## src/rtl/hpm_counter_ctrl.sv

```systemverilog
// Performance-monitor counter bank: NUM_COUNTERS 64-bit counters with pipelined increment and a 32-bit CSR port.
// Optional macro HPM_OVF_EN enables sticky per-counter overflow flags mirrored in mhpmevent bit 31.
module hpm_counter_ctrl #(
    parameter int NUM_COUNTERS = 2,
    parameter int NUM_EVENTS   = 8
) (
    input  logic                    clk,
    input  logic                    rst,
    input  logic                    csr_active,
    input  logic                    csr_write,
    input  logic [11:0]             csr_addr,
    input  logic [31:0]             csr_wdata,
    output logic [31:0]             csr_rdata,
    output logic                    csr_ack,
    output logic                    csr_invalid,
    input  logic [NUM_EVENTS-1:0]   events,
    output logic [NUM_COUNTERS-1:0] overflow
);

    localparam logic [1:0] IDLE = 2'd0;
    localparam logic [1:0] RESP = 2'd1;
    localparam logic [1:0] HOLD = 2'd2;

    logic [1:0]              state;
    logic [31:0]             cnt_lo [NUM_COUNTERS];
    logic [31:0]             cnt_hi [NUM_COUNTERS];
    logic [7:0]              evsel  [NUM_COUNTERS];
    logic [NUM_COUNTERS-1:0] inhibit;
    logic [NUM_COUNTERS-1:0] inc_q;
    logic [NUM_COUNTERS-1:0] carry_q;
    logic [NUM_COUNTERS-1:0] ovf;
    logic [31:0]             rdata_q;
    logic                    inv_q;

    logic [31:0]             rd_val;
    logic                    rd_hit;
    logic                    wr_ok;
    logic                    accept;
    logic                    bad;
    logic                    commit;
    logic                    we_inh;
    logic [NUM_COUNTERS-1:0] we_lo;
    logic [NUM_COUNTERS-1:0] we_hi;
    logic [NUM_COUNTERS-1:0] we_ev;
    logic [NUM_COUNTERS-1:0] sel_ev;
    logic [NUM_COUNTERS-1:0] lo_carry;
    logic [31:0]             lo_next [NUM_COUNTERS];
    logic [31:0]             hi_next [NUM_COUNTERS];
`ifdef HPM_OVF_EN
    logic [NUM_COUNTERS-1:0] hi_wrap;
`endif

    // Event codes 0 and anything above NUM_EVENTS match no strobe.
    function automatic logic pick_event(input logic [7:0] code, input logic [NUM_EVENTS-1:0] ev);
        logic hit;
        hit = 1'b0;
        for (int k = 0; k < NUM_EVENTS; k++) begin
            if (code == 8'(k + 1)) hit = ev[k];
        end
        return hit;
    endfunction

    always_comb begin
        rd_val = '0;
        rd_hit = 1'b0;
        wr_ok  = 1'b0;
        we_inh = 1'b0;
        we_lo  = '0;
        we_hi  = '0;
        we_ev  = '0;
        if (csr_addr == 12'h320) begin
            rd_hit = 1'b1;
            wr_ok  = 1'b1;
            we_inh = 1'b1;
            rd_val = 32'(inhibit) << 3;
        end
        for (int i = 0; i < NUM_COUNTERS; i++) begin
            if (csr_addr == 12'hB03 + 12'(i)) begin
                rd_hit   = 1'b1;
                wr_ok    = 1'b1;
                we_lo[i] = 1'b1;
                rd_val   = cnt_lo[i];
            end
            if (csr_addr == 12'hB83 + 12'(i)) begin
                rd_hit   = 1'b1;
                wr_ok    = 1'b1;
                we_hi[i] = 1'b1;
                rd_val   = cnt_hi[i];
            end
            if (csr_addr == 12'hC03 + 12'(i)) begin
                rd_hit = 1'b1;
                rd_val = cnt_lo[i];
            end
            if (csr_addr == 12'hC83 + 12'(i)) begin
                rd_hit = 1'b1;
                rd_val = cnt_hi[i];
            end
            if (csr_addr == 12'h323 + 12'(i)) begin
                rd_hit   = 1'b1;
                wr_ok    = 1'b1;
                we_ev[i] = 1'b1;
                rd_val   = {ovf[i], 23'd0, evsel[i]};
            end
        end
    end

    assign accept = (state == IDLE) && csr_active;
    assign bad    = !rd_hit || (csr_write && !wr_ok);
    assign commit = accept && csr_write && !bad;

    always_comb begin
        for (int i = 0; i < NUM_COUNTERS; i++) begin
            sel_ev[i] = pick_event(evsel[i], events);
            {lo_carry[i], lo_next[i]} = {1'b0, cnt_lo[i]} + 33'(inc_q[i]);
`ifdef HPM_OVF_EN
            {hi_wrap[i], hi_next[i]} = {1'b0, cnt_hi[i]} + 33'(carry_q[i]);
`else
            hi_next[i] = cnt_hi[i] + 32'(carry_q[i]);
`endif
        end
    end

    // CSR handshake: one ack per request, even if csr_active stays high.
    always_ff @(posedge clk or posedge rst) begin
        if (rst) begin
            state   <= IDLE;
            rdata_q <= '0;
            inv_q   <= 1'b0;
        end else begin
            case (state)
                IDLE: if (csr_active) begin
                    state   <= RESP;
                    rdata_q <= bad ? 32'd0 : rd_val;
                    inv_q   <= bad;
                end
                RESP: state <= HOLD;
                HOLD: if (!csr_active) state <= IDLE;
                default: state <= IDLE;
            endcase
        end
    end

    assign csr_ack     = (state == RESP);
    assign csr_rdata   = csr_ack ? rdata_q : 32'd0;
    assign csr_invalid = csr_ack & inv_q;

    // S1 selects the event, S2 adds into low, S3 ripples the carry into high.
    always_ff @(posedge clk or posedge rst) begin
        if (rst) begin
            inc_q   <= '0;
            carry_q <= '0;
            inhibit <= '0;
            for (int i = 0; i < NUM_COUNTERS; i++) begin
                cnt_lo[i] <= '0;
                cnt_hi[i] <= '0;
                evsel[i]  <= '0;
            end
        end else begin
            inc_q <= sel_ev & ~inhibit;
            if (commit && we_inh) inhibit <= csr_wdata[3 +: NUM_COUNTERS];
            for (int i = 0; i < NUM_COUNTERS; i++) begin
                if (commit && we_lo[i]) begin
                    cnt_lo[i]  <= csr_wdata;
                    carry_q[i] <= 1'b0;
                end else begin
                    cnt_lo[i]  <= lo_next[i];
                    carry_q[i] <= lo_carry[i];
                end
                if (commit && we_hi[i]) cnt_hi[i] <= csr_wdata;
                else                    cnt_hi[i] <= hi_next[i];
                if (commit && we_ev[i]) evsel[i] <= csr_wdata[7:0];
            end
        end
    end

`ifdef HPM_OVF_EN
    // A wrap of high beats a same-edge software clear.
    always_ff @(posedge clk or posedge rst) begin
        if (rst) begin
            ovf <= '0;
        end else begin
            for (int i = 0; i < NUM_COUNTERS; i++) begin
                if (hi_wrap[i] && !(commit && we_hi[i])) ovf[i] <= 1'b1;
                else if (commit && we_ev[i])             ovf[i] <= csr_wdata[31];
            end
        end
    end
`else
    assign ovf = '0;
`endif

    assign overflow = ovf;

endmodule

```

## config.mk

```make
export PLATFORM = sky130hd
export DESIGN_NAME = hpm_counter_ctrl
export DESIGN_NICKNAME = d
export VERILOG_FILES = /design/src/rtl/hpm_counter_ctrl.sv
export SDC_FILE = /design/constraint.sdc
export NUM_CORES = 1
export LEC_CHECK = 0
export CAP_MARGIN = 10
export CORE_MARGIN = 3
export CORE_UTILIZATION = 53
export DETAILED_ROUTE_END_ITERATION = 8
export MAX_ROUTING_LAYER = met4
export PLACE_DENSITY = 0.75
export SYNTH_ARGS = -nofsm -noshare
export SYNTH_HDL_FRONTEND = slang
export SYNTH_SLANG_ARGS = --single-unit
```

## constraint.sdc

```tcl
create_clock -name clk -period 6.67 [get_ports clk]
set_input_delay 1.334 -clock clk [delete_from_list [all_inputs] [get_ports clk]]
set_output_delay 1.334 -clock clk [all_outputs]
set_load 0.05 [all_outputs]
```

# Word-level counts from Yosys, hierarchy flattened

Index checks and enable logic that the tools add are counted.

Bits in registers: 185
Output and inout port bits: 36
Input bits: 56
Logic and storage cells: 127

$add $sub $neg: 4
Reduce and logical (&&, ||, !) cells: 18
Multiplexer cells: 59
Bitwise operators: 3
Eq/ne operators: 31

Operators with widths:

| cell                                                                    | count |
|---|---|
| 32-bit 2-to-1 mux                                                       | 16 |
| 12-bit equality test, second input constant                             | 8 |
| 32-bit by 1-bit adder with 33-bit output                                | 2 |
| 32-bit by 1-bit adder with 32-bit output                                | 2 |
| 8-bit by 3-bit equality test with 1-bit output, second input constant   | 8 |
| 1-bit 2-to-1 mux                                                        | 39 |
| 12-bit by 10-bit equality test with 1-bit output, second input constant | 3 |
| 8-bit by 2-bit equality test with 1-bit output, second input constant   | 4 |
| 8-bit by 1-bit equality test with 1-bit output, second input constant   | 2 |
| 8-bit by 4-bit equality test with 1-bit output, second input constant   | 2 |
| 1-bit logical AND                                                       | 11 |
| 2-bit case mux with 3 select lines                                      | 1 |
| 5-bit 2-to-1 mux                                                        | 1 |
| 2-bit 2-to-1 mux                                                        | 2 |
| 2-bit inequality test, second input constant                            | 2 |
| 2-bit AND reduction                                                     | 2 |
| 1-bit zero test                                                         | 3 |
| 2-bit AND                                                               | 1 |
| 2-bit by 1-bit equality test with 1-bit output, second input constant   | 1 |
| 2-bit equality test, second input constant                              | 1 |
| 2-bit zero test                                                         | 1 |
| 2-bit inverter                                                          | 1 |
| 1-bit AND                                                               | 1 |
| 1-bit logical OR                                                        | 1 |

# Logic depth before layout (Yosys ltp)

Word-level depth: 18
Mapped depth: 9
Gate-level depth less buffers: 8

# Least setup slack after synthesis

Ideal clock, no wire load.

Kind: in2reg
Start point: in csr_addr[6]
End point: reg evsel[0] (netlist name)
Arrival: 3.003 ns
Buffers on the path: 0
Setup time: 0.125 ns
Data required time: 6.545 ns
Cell stages on the path: 5
Slack: 3.542 ns
Path through: or4b_4 -> or3_1 -> nor2_1 -> nand3_2 -> mux2_2

Word-level cells in the longest chain between the ends: 17
Elaborated cells on any way between the ends: 34
Classes of those cells: eq/ne: 11; mux: 16; reduce/logical: 7

Ends and longest elaborated chain:

| what                                             | RTL line | source |
|---|---|---|
| start: declaration                               | 11       | `input logic [11:0] csr_addr,` |
| 12-bit by 10-bit equality test with 1-bit output | 71       | `if (csr_addr == 12'h320) begin` |
| 1-bit 2-to-1 mux                                 | 71       |  |
| 1-bit 2-to-1 mux                                 | 78       | `if (csr_addr == 12'hB03 + 12'(i)) begin` |
| 1-bit 2-to-1 mux                                 | 84       | `if (csr_addr == 12'hB83 + 12'(i)) begin` |
| 1-bit 2-to-1 mux                                 | 90       | `if (csr_addr == 12'hC03 + 12'(i)) begin` |
| 1-bit 2-to-1 mux                                 | 94       | `if (csr_addr == 12'hC83 + 12'(i)) begin` |
| 1-bit 2-to-1 mux                                 | 98       | `if (csr_addr == 12'h323 + 12'(i)) begin` |
| 1-bit 2-to-1 mux                                 | 78       |  |
| 1-bit 2-to-1 mux                                 | 84       |  |
| 1-bit 2-to-1 mux                                 | 90       |  |
| 1-bit 2-to-1 mux                                 | 94       |  |
| 1-bit 2-to-1 mux                                 | 98       |  |
| 1-bit zero test                                  | 108      | `assign bad = !rd_hit \|\| (csr_write && !wr_ok);` |
| 1-bit logical OR                                 | 108      |  |
| 1-bit zero test                                  | 109      | `assign commit = accept && csr_write && !bad;` |
| 1-bit logical AND                                | 109      |  |
| 1-bit logical AND (*)                            | 171      | `if (commit && we_ev[i]) evsel[i] <= csr_wdata[7:0];` |
| end signal: indexed assignment                   | 171      |  |
| end: declaration                                 | 27       | `logic [7:0] evsel [NUM_COUNTERS];` |

Mark *: on every way between the ends. The rest lies on a longest branch, timed or not.
A chain may end at the register's enable or synchronous reset.

# Worst setup path in the final report

Start point: in csr_active
End point: reg cnt_lo[7] (netlist name)

Word-level cells in the longest chain between the ends: 5

Ends and longest elaborated chain:

| what                           | RTL line | source |
|---|---|---|
| start: declaration             | 9        | `input logic csr_active,` |
| 1-bit logical AND              | 107      | `assign accept = (state == IDLE) && csr_active;` |
| 1-bit logical AND (2 in a row) | 109      |  |
| 1-bit logical AND              | 162      | `if (commit && we_lo[i]) begin` |
| 32-bit 2-to-1 mux              | 162      |  |
| end signal: indexed assignment | 163      | `cnt_lo[i] <= csr_wdata;` |
| end signal: indexed assignment | 166      | `cnt_lo[i] <= lo_next[i];` |
| end: declaration               | 25       | `logic [31:0] cnt_lo [NUM_COUNTERS];` |

Every way passes these cells.

==> flow_summary.json <==
{
  "status": "completed",
  "rrSetupSlack_ns": 3.20,
  "use_met3": 0.0506,
  "ys_ff_latch": 185,
  "synth_area_leaders": "dfrtp_1 42%, a21oi_1 6.6%, nor2_1 6.3%",
  "grt_pass1_vias": 9250,
  "clkSlewWorstSetupHoldPaths_ns": 0.07,
  "setup_ws_ns": 2.25,
  "synth_area_mm2": 0.0110,
  "drive_gt1_frac": 0.0754,
  "coreArea_mm2": 0.0203,
  "post-place-ws_ns": 1.67,
  "total_power_w": 0.00238,
  "yosysTopAreaCell": "dfrtp_1",
  "area_growth_pct": 15.4,
  "drc": 0,
  "cts_tree": "built",
  "synth-seq-area-share": 0.421,
  "diodes": 0,
  "crit_type": "in -> reg",
  "cp-end-kind": "flip-flop",
  "tns_ns": 0,
  "finalCritPeriodShare": 0.663,
  "routedWlPerCell_um": 20.4,
  "fin_crit_ns": 4.42,
  "rsz0062_at_grt": "false",
  "synth_area_per_cell_um2": 8.63,
  "rows": 52,
  "dpl-instance-area_mm2": 0.0121,
  "async_flop_share": 1.00,
  "ctsHtreeMaxLevel": 4,
  "yosys_most_used_dff": "dfrtp_1",
  "gp_congestion": 0.982,
  "route.antenna.remaining_nets": 0,
  "hpwlAfterDp_mm": 23.1,
  "mostFrequentLayoutCell": "nor2_1",
  "max-vdd-ir-drop_v": 0.000179,
  "numCtsBuffers": 17,
  "start_util": 0.542,
  "grt_pass1_wl_mm": 51.4,
  "worst-slew-pin-transition_ns": 1.21,
  "drt_wl_total_mm": 32.9,
  "via_per_inst": 6.23,
  "postCtsHoldBufs": 0,
  "setup_viol": 0,
  "clock_insertion_delay_worst_skew_ns": 0.44,
  "final_area_mm2": 0.0127,
  "synth_edf_count": 0,
  "die_y_um": 150,
  "dr.pass1.iters": 6,
  "critPathRequiredTime_ns": 6.99,
  "fp.dieW_um": 150,
  "final_nets": 1392,
  "root_buffer": "clkbuf_16",
  "p_leak_nw": 4.86,
  "cap_violations": 0,
  "grt_max_degree": 83,
  "ctsResizeCount": 0,
  "power.density_mw_per_mm2": 188,
  "crit_path_start_kind": "primary input",
  "antenna_found_initial": 0,
  "grt_use_total": 0.303,
  "io_pins": 92,
  "critPathMaxFanout": 41,
  "crit_arrival_ns": 4.74,
  "grt_overflow": 0,
  "synth_warnings": 0,
  "final_hold_viol_count": 0,
  "cts_buffer_depth": 2,
  "hold_path.class": "reg -> reg",
  "gr-usage-met2": 0.447,
  "netlist_instances": 1275,
  "dieArea_mm2": 0.0225,
  "grtUsageMet1": 0.429,
  "cts_sinks": 185,
  "relSlewSlack": 0.186,
  "vias": 10035,
  "grt_busiest_layer": "met2",
  "drt-initial-drc-count": 1072,
  "post-cts-setup-buffer-count": 0,
  "post_synth_num_cell_types": 66,
  "fin_skew_ns": 0.00845,
  "port_buffers": 89,
  "slew_violations": 0,
  "netlist.area_leader.share": 0.421,
  "layout_common_cells": "186 x nor2_1, 185 x dfrtp_1, 146 x a21oi_1, 92 x nand2_1, 88 x clkdlybuf4s50_1",
  "max_freq_mhz": 226
}
[registers in the layout (all words and copies together), names as in the netlist]
register and count:
evsel 16, rdata_q 32, inv_q 1, cnt_hi 64
inhibit 2, cnt_lo 64, state 2, carry_q 2
inc_q 2
[metal layers]
layer  part of all wire  vias to the layer above  wire [µm]
met5                  0                        -          0
met4              0.028                        0        914
met3              0.083                       73       2720
met2               0.45                      496      14900
met1               0.44                     4837      14300
li1                   -                     4629          -
[path summary, 6_finish.rpt]
kind	startpoint	to	cells past startpoint
setup reg to reg	state[1]	cnt_lo[7]	8
min in group asynchronous	rst	cnt_hi[60]	2
max in group asynchronous	rst	cnt_hi[37]	3
hold / removal	rdata_q[29]	rdata_q[29]	2
hold reg to reg	rdata_q[29]	rdata_q[29]	2
setup / recovery	csr_active	cnt_lo[7]	9
[cells by family (layout without fill, tap and decap cells)]
logic type / Yosys count / after routing / share of synthesized area
buffers and inverters: 91 / 155 / 0.0328
other: 1 / 2 / 0.000341
muxes: 36 / 36 / 0.0375
AOI/OAI and AO/OA: 321 / 321 / 0.178
xor gates and xnor gates: 120 / 120 / 0.0955
adders and majority gates: 8 / 8 / 0.00909
DFF: 185 / 185 / 0.421
and+or+nand+nor: 513 / 513 / 0.226
[stage by stage]
stage / util / std cells / hold slack [ns]
final: 0.626 / 1610 / 0.471
after global routing: 0.626 / 1610 / 0.507
after CTS: 0.625 / 1609 / 0.476
after detailed placement: 0.596 / 1578 / 0.460
after global placement: 0.596 / 1578 / 0.454
after floorplan: - / 1276 / 0.426
[synth_stat cells (19+ instances only)]
library cell / n
a21oi_1: 146
a22o_1: 23
nor2_1: 186
mux2_2: 32
inv_1: 22
nand3_1: 79
xor2_1: 70
o21ai_0: 64
xnor2_1: 50
nand2_1: 92
dfrtp_1: 185
clkbuf_1: 55
nand4_1: 29
nor3_1: 19
and2_1: 43
[area by class of cell]
cell class,count,area (µm²)
tap,270,338
timing repair buffer,101,988
sequential,185,4630
clock buffer,19,453
fill,1736,7600
inverter,23,91.3
multi-input combinational,1000,6060
clock inverter,12,140
[worst max-delay path, cell delays in order]
cell and delay [ns]:
clkdlybuf4s50_1 0.48, or3b_2 0.79, clkinv_1 0.29, nand2_1 0.08
nor2_1 0.32, nand3_2 0.72, buf_4 0.50, nor2_1 0.12
a21oi_1 0.05
[power breakdown]
group,internal (W),leakage (nW),switching [W]
logic,0.0000599,2.63,0.000150
registers,0.00113,1.95,0.00000697
clock network,0.000576,0.288,0.000463
total,0.00176,4.86,0.000620
Power figures use the tool's default switching activity.
